`src/rtl/tree_node_dispatch.sv`:
```
// rtl/tree_node_dispatch.sv - interior tree node: one upstream port dispatched to NUM_CHILDREN credited child ports
module tree_node_dispatch #(
    parameter int NUM_CHILDREN = 5,
    parameter int DATA_W       = 32,
    parameter int MODE         = 0,
    parameter int MAX_OUT      = 4
) (
    input  logic                    clk_i,
    input  logic                    rst_i,
    input  logic                    up_valid_i,
    output logic                    up_ready_o,
    input  logic [DATA_W-1:0]       up_data_i,
    output logic [NUM_CHILDREN-1:0] dn_valid_o,
    input  logic [NUM_CHILDREN-1:0] dn_ready_i,
    output logic [DATA_W-1:0]       dn_data_o,
    input  logic [NUM_CHILDREN-1:0] dn_done_i,
    output logic                    busy_o,
    output logic                    err_sel_o,
    output logic                    err_done_o
);
    localparam int SEL_W = $clog2(NUM_CHILDREN);
    localparam int CNT_W = $clog2(MAX_OUT + 1);

    typedef enum logic {EMPTY, FULL} slot_state_e;

    slot_state_e              state_q;
    logic [NUM_CHILDREN-1:0]  dn_valid_q;
    logic [DATA_W-1:0]        dn_data_q;
    logic [SEL_W-1:0]         rr_ptr_q;
    logic [CNT_W-1:0]         cnt_q [NUM_CHILDREN];
    logic                     err_sel_q;
    logic                     err_done_q;

    logic [NUM_CHILDREN-1:0]  credit;
    logic [NUM_CHILDREN-1:0]  cnt_zero;
    logic [NUM_CHILDREN-1:0]  load_onehot;
    logic [SEL_W-1:0]         addr_idx;
    logic [SEL_W-1:0]         tgt;
    logic [SEL_W-1:0]         rr_ptr_d;
    logic                     rr_found;
    logic                     addr_ok;
    logic                     addr_credit;
    logic                     credit_ok;
    logic                     slot_vld;
    logic                     slot_fire;
    logic                     accept;
    logic                     drop;
    logic                     load;
    int                       j;

    assign addr_idx  = up_data_i[DATA_W-1 -: SEL_W];
    assign slot_vld  = (state_q == FULL);
    assign slot_fire = |(dn_valid_q & dn_ready_i);

    always_comb begin
        credit   = '0;
        cnt_zero = '0;
        for (int i = 0; i < NUM_CHILDREN; i++) begin
            credit[i]   = (cnt_q[i] < CNT_W'(MAX_OUT));
            cnt_zero[i] = (cnt_q[i] == '0);
        end
    end

    // Round-robin search starts at rr_ptr and wraps; addressed mode just decodes the index.
    always_comb begin
        tgt         = '0;
        rr_found    = 1'b0;
        addr_ok     = 1'b0;
        addr_credit = 1'b0;
        j           = 0;
        if (MODE == 0) begin
            for (int k = 0; k < NUM_CHILDREN; k++) begin
                j = int'(rr_ptr_q) + k;
                if (j >= NUM_CHILDREN) j = j - NUM_CHILDREN;
                if (!rr_found && credit[j]) begin
                    rr_found = 1'b1;
                    tgt      = SEL_W'(j);
                end
            end
        end else begin
            tgt = addr_idx;
            for (int i = 0; i < NUM_CHILDREN; i++) begin
                if (addr_idx == SEL_W'(i)) begin
                    addr_ok     = 1'b1;
                    addr_credit = credit[i];
                end
            end
        end
    end

    assign credit_ok   = (MODE == 0) ? rr_found : (addr_ok ? addr_credit : 1'b1);
    assign up_ready_o  = (!slot_vld || slot_fire) && credit_ok;
    assign accept      = up_valid_i && up_ready_o;
    assign drop        = (MODE != 0) && !addr_ok;
    assign load        = accept && !drop;
    assign load_onehot = load ? (NUM_CHILDREN'(1) << tgt) : '0;
    assign rr_ptr_d    = (tgt == SEL_W'(NUM_CHILDREN - 1)) ? '0 : tgt + SEL_W'(1);

    always_ff @(posedge clk_i) begin
        if (rst_i) begin
            state_q    <= EMPTY;
            dn_valid_q <= '0;
            dn_data_q  <= '0;
            rr_ptr_q   <= '0;
            err_sel_q  <= 1'b0;
            err_done_q <= 1'b0;
            for (int i = 0; i < NUM_CHILDREN; i++) cnt_q[i] <= '0;
        end else begin
            err_sel_q  <= accept && drop;
            err_done_q <= |(dn_done_i & cnt_zero);
            case (state_q)
                EMPTY: begin
                    if (load) begin
                        state_q    <= FULL;
                        dn_valid_q <= load_onehot;
                        dn_data_q  <= up_data_i;
                    end
                end
                FULL: begin
                    if (load) begin
                        dn_valid_q <= load_onehot;
                        dn_data_q  <= up_data_i;
                    end else if (slot_fire) begin
                        state_q    <= EMPTY;
                        dn_valid_q <= '0;
                    end
                end
                default: state_q <= EMPTY;
            endcase
            if (MODE == 0 && accept) rr_ptr_q <= rr_ptr_d;
            // Reservation and release in one cycle cancel; a release at zero is reported, not applied.
            for (int i = 0; i < NUM_CHILDREN; i++) begin
                case ({load_onehot[i], dn_done_i[i]})
                    2'b10:   cnt_q[i] <= cnt_q[i] + CNT_W'(1);
                    2'b01:   if (!cnt_zero[i]) cnt_q[i] <= cnt_q[i] - CNT_W'(1);
                    default: cnt_q[i] <= cnt_q[i];
                endcase
            end
        end
    end

    assign dn_valid_o = dn_valid_q;
    assign dn_data_o  = dn_data_q;
    assign busy_o     = slot_vld || !(&cnt_zero);
    assign err_sel_o  = err_sel_q;
    assign err_done_o = err_done_q;
endmodule

```
`config.mk`:
```
export PLATFORM = sky130hd
export DESIGN_NAME = tree_node_dispatch
export DESIGN_NICKNAME = d
export VERILOG_FILES = /design/src/rtl/tree_node_dispatch.sv
export SDC_FILE = /design/constraint.sdc
export NUM_CORES = 1
export LEC_CHECK = 0
export CORE_MARGIN = 2
export CORE_UTILIZATION = 30
export DETAILED_ROUTE_END_ITERATION = 8
export PLACE_DENSITY = 0.51
export SLEW_MARGIN = 20
export SYNTH_ARGS = -nofsm -noshare
export SYNTH_HDL_FRONTEND = slang
export SYNTH_SLANG_ARGS = --single-unit
```
`constraint.sdc`:
```
create_clock -name clk_i -period 10.46 [get_ports clk_i]
set_input_delay 3.138 -clock clk_i [delete_from_list [all_inputs] [get_ports clk_i]]
set_output_delay 3.138 -clock clk_i [all_outputs]
set_load 0.05 [all_outputs]
```
== Word level (Yosys, flattened, before mapping) ==
Memories as Yosys holds them, arrays and structs flattened.
Cells that the tools add are included.
Storage, ports and cells
  bits in registers: 42
  latch bits: 0
  bits in writable memories: 15
  bits in read-only memories: 0
  output and inout port bits: 41
  memories: 1
Memory list
  cnt_q: depth 5, width 3, read ports 5, clocked after Yosys merged registers in 0, wr ports 5, line 30  | logic [CNT_W-1:0] cnt_q [NUM_CHILDREN];
Cells by class
  add/subtract/negate cells: 20
  multiply operators: 0
  div/mod/pow operators: 0
  order comparisons: 15
  equality and inequality tests: 13
  shifts and indexed selects: 1
  multiplexer cells: 108
  bitwise gates (word level): 18
  reduce and logical (&&, ||, !) cells: 28
Operators by type and width (number)
  $mux W32: 6
  $lt A32 B5 Y1 const B: 5
  $mux W1: 70
  $mux W3: 21
  $mux W5: 4
  $sub A4 B3 Y5 const B: 4
  $add A3 B1 Y3 const B: 6
  $ge A4 B3 Y1 const B: 4
  $bmux W1 S3: 5
  $logic_not A3 Y1: 5
  $lt A3 B3 Y1 const B: 5
  $or A1 B1 Y1: 15
  $sub A3 B1 Y3 const B: 5
  $and A5 B5 Y5: 2
  $eq A2 B1 Y1 const B: 5
  $eq A2 B2 Y1 const B: 5
  $pmux W5 S2: 1
  $reduce_or A2 Y1: 5
  $reduce_or A5 Y1: 2
  $add A3 B2 Y4 const B: 2
  $logic_and A1 B1 Y1: 6
  $logic_not A1 Y1: 6
  $reduce_and A5 Y1: 1
  $shl A1 B3 Y5 const A: 1
  other kinds (11): 12

== Depth between registers and ports, before layout ==
Gate-level depths: netlist of run 1.
  depth after elaboration: 28
  depth in mapped cells: 25
  mapped depth without buffers: 24

== Worst setup path after synthesis of run 1 ==
No wires, ideal clock.
  path kind: in2out
  start: input dn_ready_i[2]
  end: output up_ready_o
  arrival: 3877 ps
  required time: 7322 ps
  path slack: 3445 ps
  stages on the path: 3
  cells stage by stage: a22oi_1 > nand4_1 > o21a_1
On the way
  cells in the longest elaborated chain, start to end: 4
Ends and longest elaborated chain
  start: declaration: line 14  | input logic [NUM_CHILDREN-1:0] dn_ready_i,
  $and A5 B5 Y5: line 53  | assign slot_fire = |(dn_valid_q & dn_ready_i);
  $reduce_or A5 Y1: line 53
  $logic_or A1 B1 Y1: line 92  | assign up_ready_o = (!slot_vld || slot_fire) && credit_ok;
  $logic_and A1 B1 Y1: line 92
  end: declaration: line 11  | output logic up_ready_o,
Every way passes these cells.

== Final worst setup path of run 1 ==
  start: input dn_ready_i[0]
  end: output up_ready_o
Same word-level chain as after synthesis.

==> metrics.md, run 1 <==
| Metric | Value |
|---|---|
| Outcome | `finished, final reports clean` |
| GRT Total Usage | `between 10% and 20%` |
| Mapped Area | `about 0.004 sq mm` |
| Slew HR | `30.1%` |
| Drt first pass iters | `4` |
| Async S/R FF share, synth | `0%` |
| Type of origin of the critical path | `primary input` |
| Fmax | `about 0.12 GHz` |
| YS warnings | `0` |
| CTS Hold Bufs | `0` |
| First-pass GRT wire length | `~18000 um` |
| Vias/cell | `roughly 5.0` |
| Clk sinks | `57` |
| Clock Pin Slew Worst Setup and Hold Paths | `roughly 60 ps` |
| Layout cells sized above 1 | `7.42%` |
| Crit end category | `output pin` |
| Req. time, crit path | `7320 ps` |
| Worst-Margin Slew | `between 1000 and 1500 ps` |
| GRT overflow | `0` |
| Die width | `~120 um` |
| Rows | `42` |
| Total Neg Setup Slack | `0 ps` |
| Vias in the first global route | `3523` |
| Post-route ant nets | `0` |
| Max Slew Vio Count | `0` |
| Root Buffer | `clkbuf_16` |
| Clk_lat worst skew | `roughly 330 ps` |
| Peak VDD IR | `about 0.00011 V` |
| RSZ-0062 raised after global routing | `no` |
| Clk buf depth | `2` |
| Fin crit share | `78.2%` |
| Antenna diodes | `0` |
| Crit-path max FO | `6` |
| Area growth, synth to finish | `30.8%` |
| Top cell type's share of synthesized area | `between 20% and 30%` |
| Core box area | `about 0.013 sq mm` |
| Chip height | `between 100 and 150 um` |
| Worst hold path class | `reg -> reg` |
| Tot Pwr | `~1.6 mW` |
| TritonCTS Buffers | `9` |
| Placer Congestion | `0.898` |
| P_leak | `roughly 2.0 nW` |
| H-tree depth | `3` |
| Count of cell types in the netlist | `73` |
| Worst EP arrival | `5050 ps` |
| Post-synth EDFFs | `15` |
| DPL Wire Length | `about 8000 um` |
| Final hold violations | `0` |
| Largest area contributor in the netlist | `dfxtp_1` |
| Postcts setup bufs | `0` |
| Post-synthesis register bit count | `57` |
| Num ports | `86` |
| Largest net degree at the start of global routing | `56` |
| Top post-synthesis cells by area | `dfxtp_1 (21%), edfxtp_1 (11%), ha_1 (9.0%)` |
| Non-filler cells, final | `742` |
| CTS tree | `yes` |
| Clk_skew | `about 7 ps` |
| Placed cells | `just over 700` |
| Antenna violations before repair | `0` |
| Ys flop type | `dfxtp_1` |
| Post-CTS sizing | `0` |
| Post-Syn Nets | `roughly 570` |
| WL per Instance | `~15 um` |
| # fillers | `1394` |
| Final min period | `8180 ps` |
| Vias | `~3700` |
| Die area | `~0.014 sq mm` |
| Final Setup Violations | `0` |
| WS Path Type | `in -> out` |
| Synth Instances | `roughly 500` |
| Layout Nets | `roughly 640` |
| Initial DRC count | `between 150 and 200` |
| Pwr/cell area | `303 mW/mm^2` |
| Syn avg cell area | `about 8 sq um` |
| Total wire length | `around 11000 um` |
| Port Buffers | `between 80 and 90` |
| Max-Cap Viols | `0` |
| Initial core utilization | `30.6%` |
| Register area share after synthesis | `32.1%` |
| DRC Markers | `0` |
## final cells by class
cell class	instances	area (sq um)	area share, %
multi-input cells	370	2420	46.0
flip-flops and latches	57	1290	24.6
repair buffers	88	886	16.8
clock buffers	12	256	4.88
well taps	176	220	4.19
inverters	35	131	2.50
clock inverters	4	51.3	0.976
## state kept, by name (all words and copies together) (netlist names)
name,count
err_done_o,1
dn_data_o,32
cnt_q,15
slot_vld,1
dn_valid_o,5
rr_ptr_q,3
## routing by layer
metal | share of wire (%) | global-route usage [%] | vias up
met5 | 0 | 0 | -
met4 | 0.97 | 3.90 | 0
met3 | 7.2 | 5.04 | 14
met2 | 45 | 24.1 | 99
met1 | 47 | 20.4 | 1751
li1 | - | - | 1854
## synthesized netlist by cell type, types with 3 or more instances
library cell	instances
nand3_1	8
dfxtp_1	42
nor2b_1	4
nand2b_1	12
o21bai_1	4
buf_4	5
nor4_1	3
ha_1	29
o211ai_1	3
or3_1	3
buf_2	14
inv_1	34
clkbuf_1	9
a32o_1	4
fa_1	4
a31oi_1	4
mux2i_1	8
buf_6	4
nor2_1	28
and3_1	4
nor3_1	12
a21oi_1	57
nand2_1	92
a22oi_1	3
or2_2	6
o21ai_0	9
xnor2_1	9
edfxtp_1	15
a32oi_1	3
o22ai_1	3
nor4b_1	3
## kinds of logic (layout without fill, tap and decap cells)
family,after synthesis,in the layout,share of synthesized area [%]
AO/OA/AOI/OAI,125,125,21.1
XOR/XNOR,12,12,2.80
adder cells (fa/ha/maj),33,33,11.0
buffers and inverters,68,139,8.00
flip-flops,57,57,32.1
multiplexers,10,10,2.55
other,1,1,0.0933
AND/OR/NAND/NOR,189,189,22.3
## per-stage QoR
| stage | util, % | instance area (sq um) | worst slack, ps | hold slack [ps] |
|---|---|---|---|---|
| 2_1_floorplan | - | 4020 | 3450 | 556 |
| 3_3_place_gp | 37.5 | 4920 | 2290 | 442 |
| 3_5_place_dp | 37.5 | 4920 | 2250 | 448 |
| 4_1_cts | 39.8 | 5230 | 2240 | 453 |
| 5_1_grt | 40.0 | 5260 | 2180 | 472 |
| 6_report | 40.0 | 5260 | 2280 | 451 |
## cell usage in the layout, fill, tap and decap left out, types with 6 or more instances in the layout
master | synthesis | routed
nand2_1 | 92 | 92
or2_2 | 6 | 6
nor3_1 | 12 | 12
a21oi_1 | 57 | 57
clkdlybuf4s50_1 | 0 | 83
edfxtp_1 | 15 | 15
nand2b_1 | 12 | 12
xnor2_1 | 9 | 9
inv_1 | 34 | 34
clkbuf_16 | 0 | 9
ha_1 | 29 | 29
nor2_1 | 28 | 28
dfxtp_1 | 42 | 42
nand3_1 | 8 | 8
mux2i_1 | 8 | 8
o21ai_0 | 9 | 9
## worst max-delay path, cell delays in order
cell,delay (ps)
clkdlybuf4s50_1,410
a22oi_1,200
nand4_1,350
o21a_1,230
clkdlybuf4s50_1,710
## power breakdown
part | switching [mW] | leakage [nW] | total (mW) | internal [mW]
combinational | 0.558 | 1.36 | 0.900 | 0.342
clock | 0.106 | 0.149 | 0.303 | 0.197
sequential | 0.0722 | 0.496 | 0.389 | 0.317
total | 0.736 | 2.01 | 1.59 | 0.856
## path summary, 6_finish.rpt
kind	slack (ps)	cells after the start	end	start
max	2280	5	up_ready_o	dn_ready_i[0]
min reg2reg	450	2	dn_data_o[16]	dn_data_o[16]
max reg2reg	4430	19	cnt_q[4][2]	rr_ptr_q[1]
min	450	2	dn_data_o[16]	dn_data_o[16]
Power figures use the tool's default switching activity.
==> run 2: changes to the inputs <==
PLACE_DENSITY = 0.53   (was 0.51)
clock period = 7.4 ns   (was 10.46 ns; I/O delays follow)
==> run 2 against run 1 <==
  * Sequential power rose by 42%
  * Via count fell by 0.97%
  * Largest cell class unchanged
  * Sequential share of layout area rose by 0.19 points
  * Register-to-register slack got worse by 3000 ps
  * Non-clock buffer count rose by 1
  * Routed wire length rose by 0.77%
  * Clock power rose by 34%
  * Core utilization fell by 0.30 points
  * Hold slack barely moved
  * Critical path depth rose by 3
  * Die area did not move
  * Highest routed layer unchanged
==> metrics.md, run 2 (synthesis results as in run 1) <==
| Metric | Value |
|---|---|
| Outcome | `finished, final reports clean` |
| Core box area | `0.0131 sq mm` |
| Layout cells sized above 1 | `approximately 7.4%` |
| Worst path buffer plus inverter count | `2` |
| Combinational power share | `56.9%` |
| WL per Instance | `around 15 um` |
| CTS tree | `yes` |
| Hold Path Depth | `2` |
| CTS Hold Bufs | `0` |
| Initial core utilization | `between 30% and 40%` |
| Clk buf depth | `2` |
| Die area | `~0.014 sq mm` |
| Sw Ratio | `a little under half` |
| Switching power | `1.04 mW` |
| Pwr/cell area | `approximately 430 mW/mm^2` |
| Clock Pin Slew Worst Setup and Hold Paths | `50 ps` |
| Root Buffer | `clkbuf_16` |
| Post-CTS sizing | `0` |
| Crit end category | `output pin` |
| H-tree depth | `3` |
| Vias | `3682` |
| Initial DRC count | `approximately 190` |
| Final min period | `about 6400 ps` |
| P_leak | `approximately 2 nW` |
| Chip height | `120 um` |
| RSZ-0062 raised after global routing | `no` |
| Crit-path slowest cell | `clkdlybuf4s50_1` |
| Max Slew Vio Count | `0` |
| Worst reg2reg path depth | `19` |
| Fin crit share | `86.9%` |
| Top delay family on crit path | `compound AO/OA/AOI/OAI gates` |
| Clk sinks | `57` |
| GRT overflow | `0` |
| Placer Congestion | `slightly above 0.9` |
| Internal power | `roughly 1.2 mW` |
| Worst EP arrival | `~4200 ps` |
| First-pass GRT wire length | `18300 um` |
| Sequential power share | `around 25%` |
| Crit path cell chain | `inv_1, ha_1, mux2i_1, o311ai_0, a221oi_2, a2111o_1, o21a_1, clkdlybuf4s50_1` |
| Rows | `42` |
| Num ports | `86` |
| Worst-Margin Slew | `between 1000 and 1500 ps` |
| Area growth, synth to finish | `29.8%` |
| Critical path depth | `8` |
| Type of origin of the critical path | `register` |
| Slew HR | `a little under a third` |
| Antenna diodes | `0` |
| Total Neg Setup Slack | `0 ps` |
| Largest net degree at the start of global routing | `between 50 and 60` |
| DPL Wire Length | `between 8000 and 9000 um` |
| Total wire length | `between 10000 and 15000 um` |
| Final hold violations | `0` |
| TritonCTS Buffers | `9` |
| Drt first pass iters | `4` |
| GRT Total Usage | `between 15 and 20%` |
| Fmax | `roughly 0.16 GHz` |
| Port Buffers | `84` |
| Clk_skew | `~9.4 ps` |
| Max-Cap Viols | `0` |
| Peak VDD IR | `about 0.00018 V` |
| Die width | `120 um` |
| Most common cell after layout, fill and taps aside | `nand2_1` |
| Crit-path max FO | `15` |
| WS Path Type | `reg -> out` |
| Postcts setup bufs | `0` |
| Max reg flops | `32` |
| Commonest non-fill, non-tap cells in the layout | `nand2_1 (92), clkdlybuf4s50_1 (83), a21oi_1 (57)` |
| Hold WS | `451 ps` |
| Worst hold path class | `reg -> reg` |
| Req. time, crit path | `between 5000 and 6000 ps` |
| Vias in the first global route | `approximately 3700` |
| Vias/cell | `between 4 and 5` |
| Clock share of power | `between 10% and 20%` |
| Antenna violations before repair | `0` |
| Clk_lat worst skew | `~320 ps` |
| Layout Nets | `between 600 and 700` |
| Max incr delay on CP | `710 ps` |
| DRC Markers | `0` |
| Final Setup Violations | `0` |
| Post-route ant nets | `0` |
-- run 2: changes by cell type in the layout (fill, tap and decap cells not counted) --
cell | before | now
clkinv_2 | 1 | 2
clkbuf_1 | 1 | 2
o211ai_4 | 1 | 0
clkbuf_8 | 2 | 0
buf_4 | 3 | 5
o211ai_2 | 0 | 1
buf_16 | 1 | 0
-- run 2: worst reg2reg max path, delay by kind of cell (launching register included) --
kind | cells | cell delay, ps
AOI/OAI and AO/OA | 8 | 1710
adders and majority gates | 4 | 1270
buffers and inverters | 1 | 300
DFF | 1 | 610
and+or+nand+nor | 6 | 1870
-- run 2: final timing paths --
kind,from,end,slack (ps)
worst max-delay path,rr_ptr_q[1],up_ready_o,970
worst min-delay path,dn_data_o[16],dn_data_o[16],450
worst max register to register,rr_ptr_q[1],cnt_q[4][2],1390
worst min register to register,dn_data_o[16],dn_data_o[16],450
-- run 2: power by group through the flow --
stage                     Clock (mW)  Combinational (mW)  Sequential (mW)
after CTS                      0.415                1.27            0.552
final                          0.405                1.26            0.551
after floorplan                    0               0.823            0.662
after global placement             0                1.24            0.552
after detailed placement           0                1.26            0.557
after global routing           0.427                1.41            0.564
-- run 2: cell type report --
cell class,count,area (sq um)
timing repair buffer,89,873
clock inverter,5,56.3
clock buffer,11,233
sequential,57,1290
tap,176,220
inverter,35,131
multi-input combinational,370,2410
fill,1384,7920
-- run 2: layer usage --
layer	part of all wire, %	GRT usage [%]	vias to the layer above	routed length (um)
met4	1.1	4.56	0	117
met3	8.6	5.09	10	952
met5	0	0	-	0
met2	45	24.9	111	5000
li1	-	-	1855	-
met1	45	20.4	1706	4960
-- run 2: metrics by stage --
step           area [sq um]  util, %  setup slack [ps]  instances  power (mW)
6_report               5220     39.7               968        743        2.22
5_1_grt                5220     39.7               732        743        2.40
4_1_cts                5220     39.7               973        743        2.23
3_5_place_dp           4930     37.5              1120        727        1.81
3_3_place_gp           4930     37.5              1120        727        1.79
2_1_floorplan          4020        -              2220        495        1.49
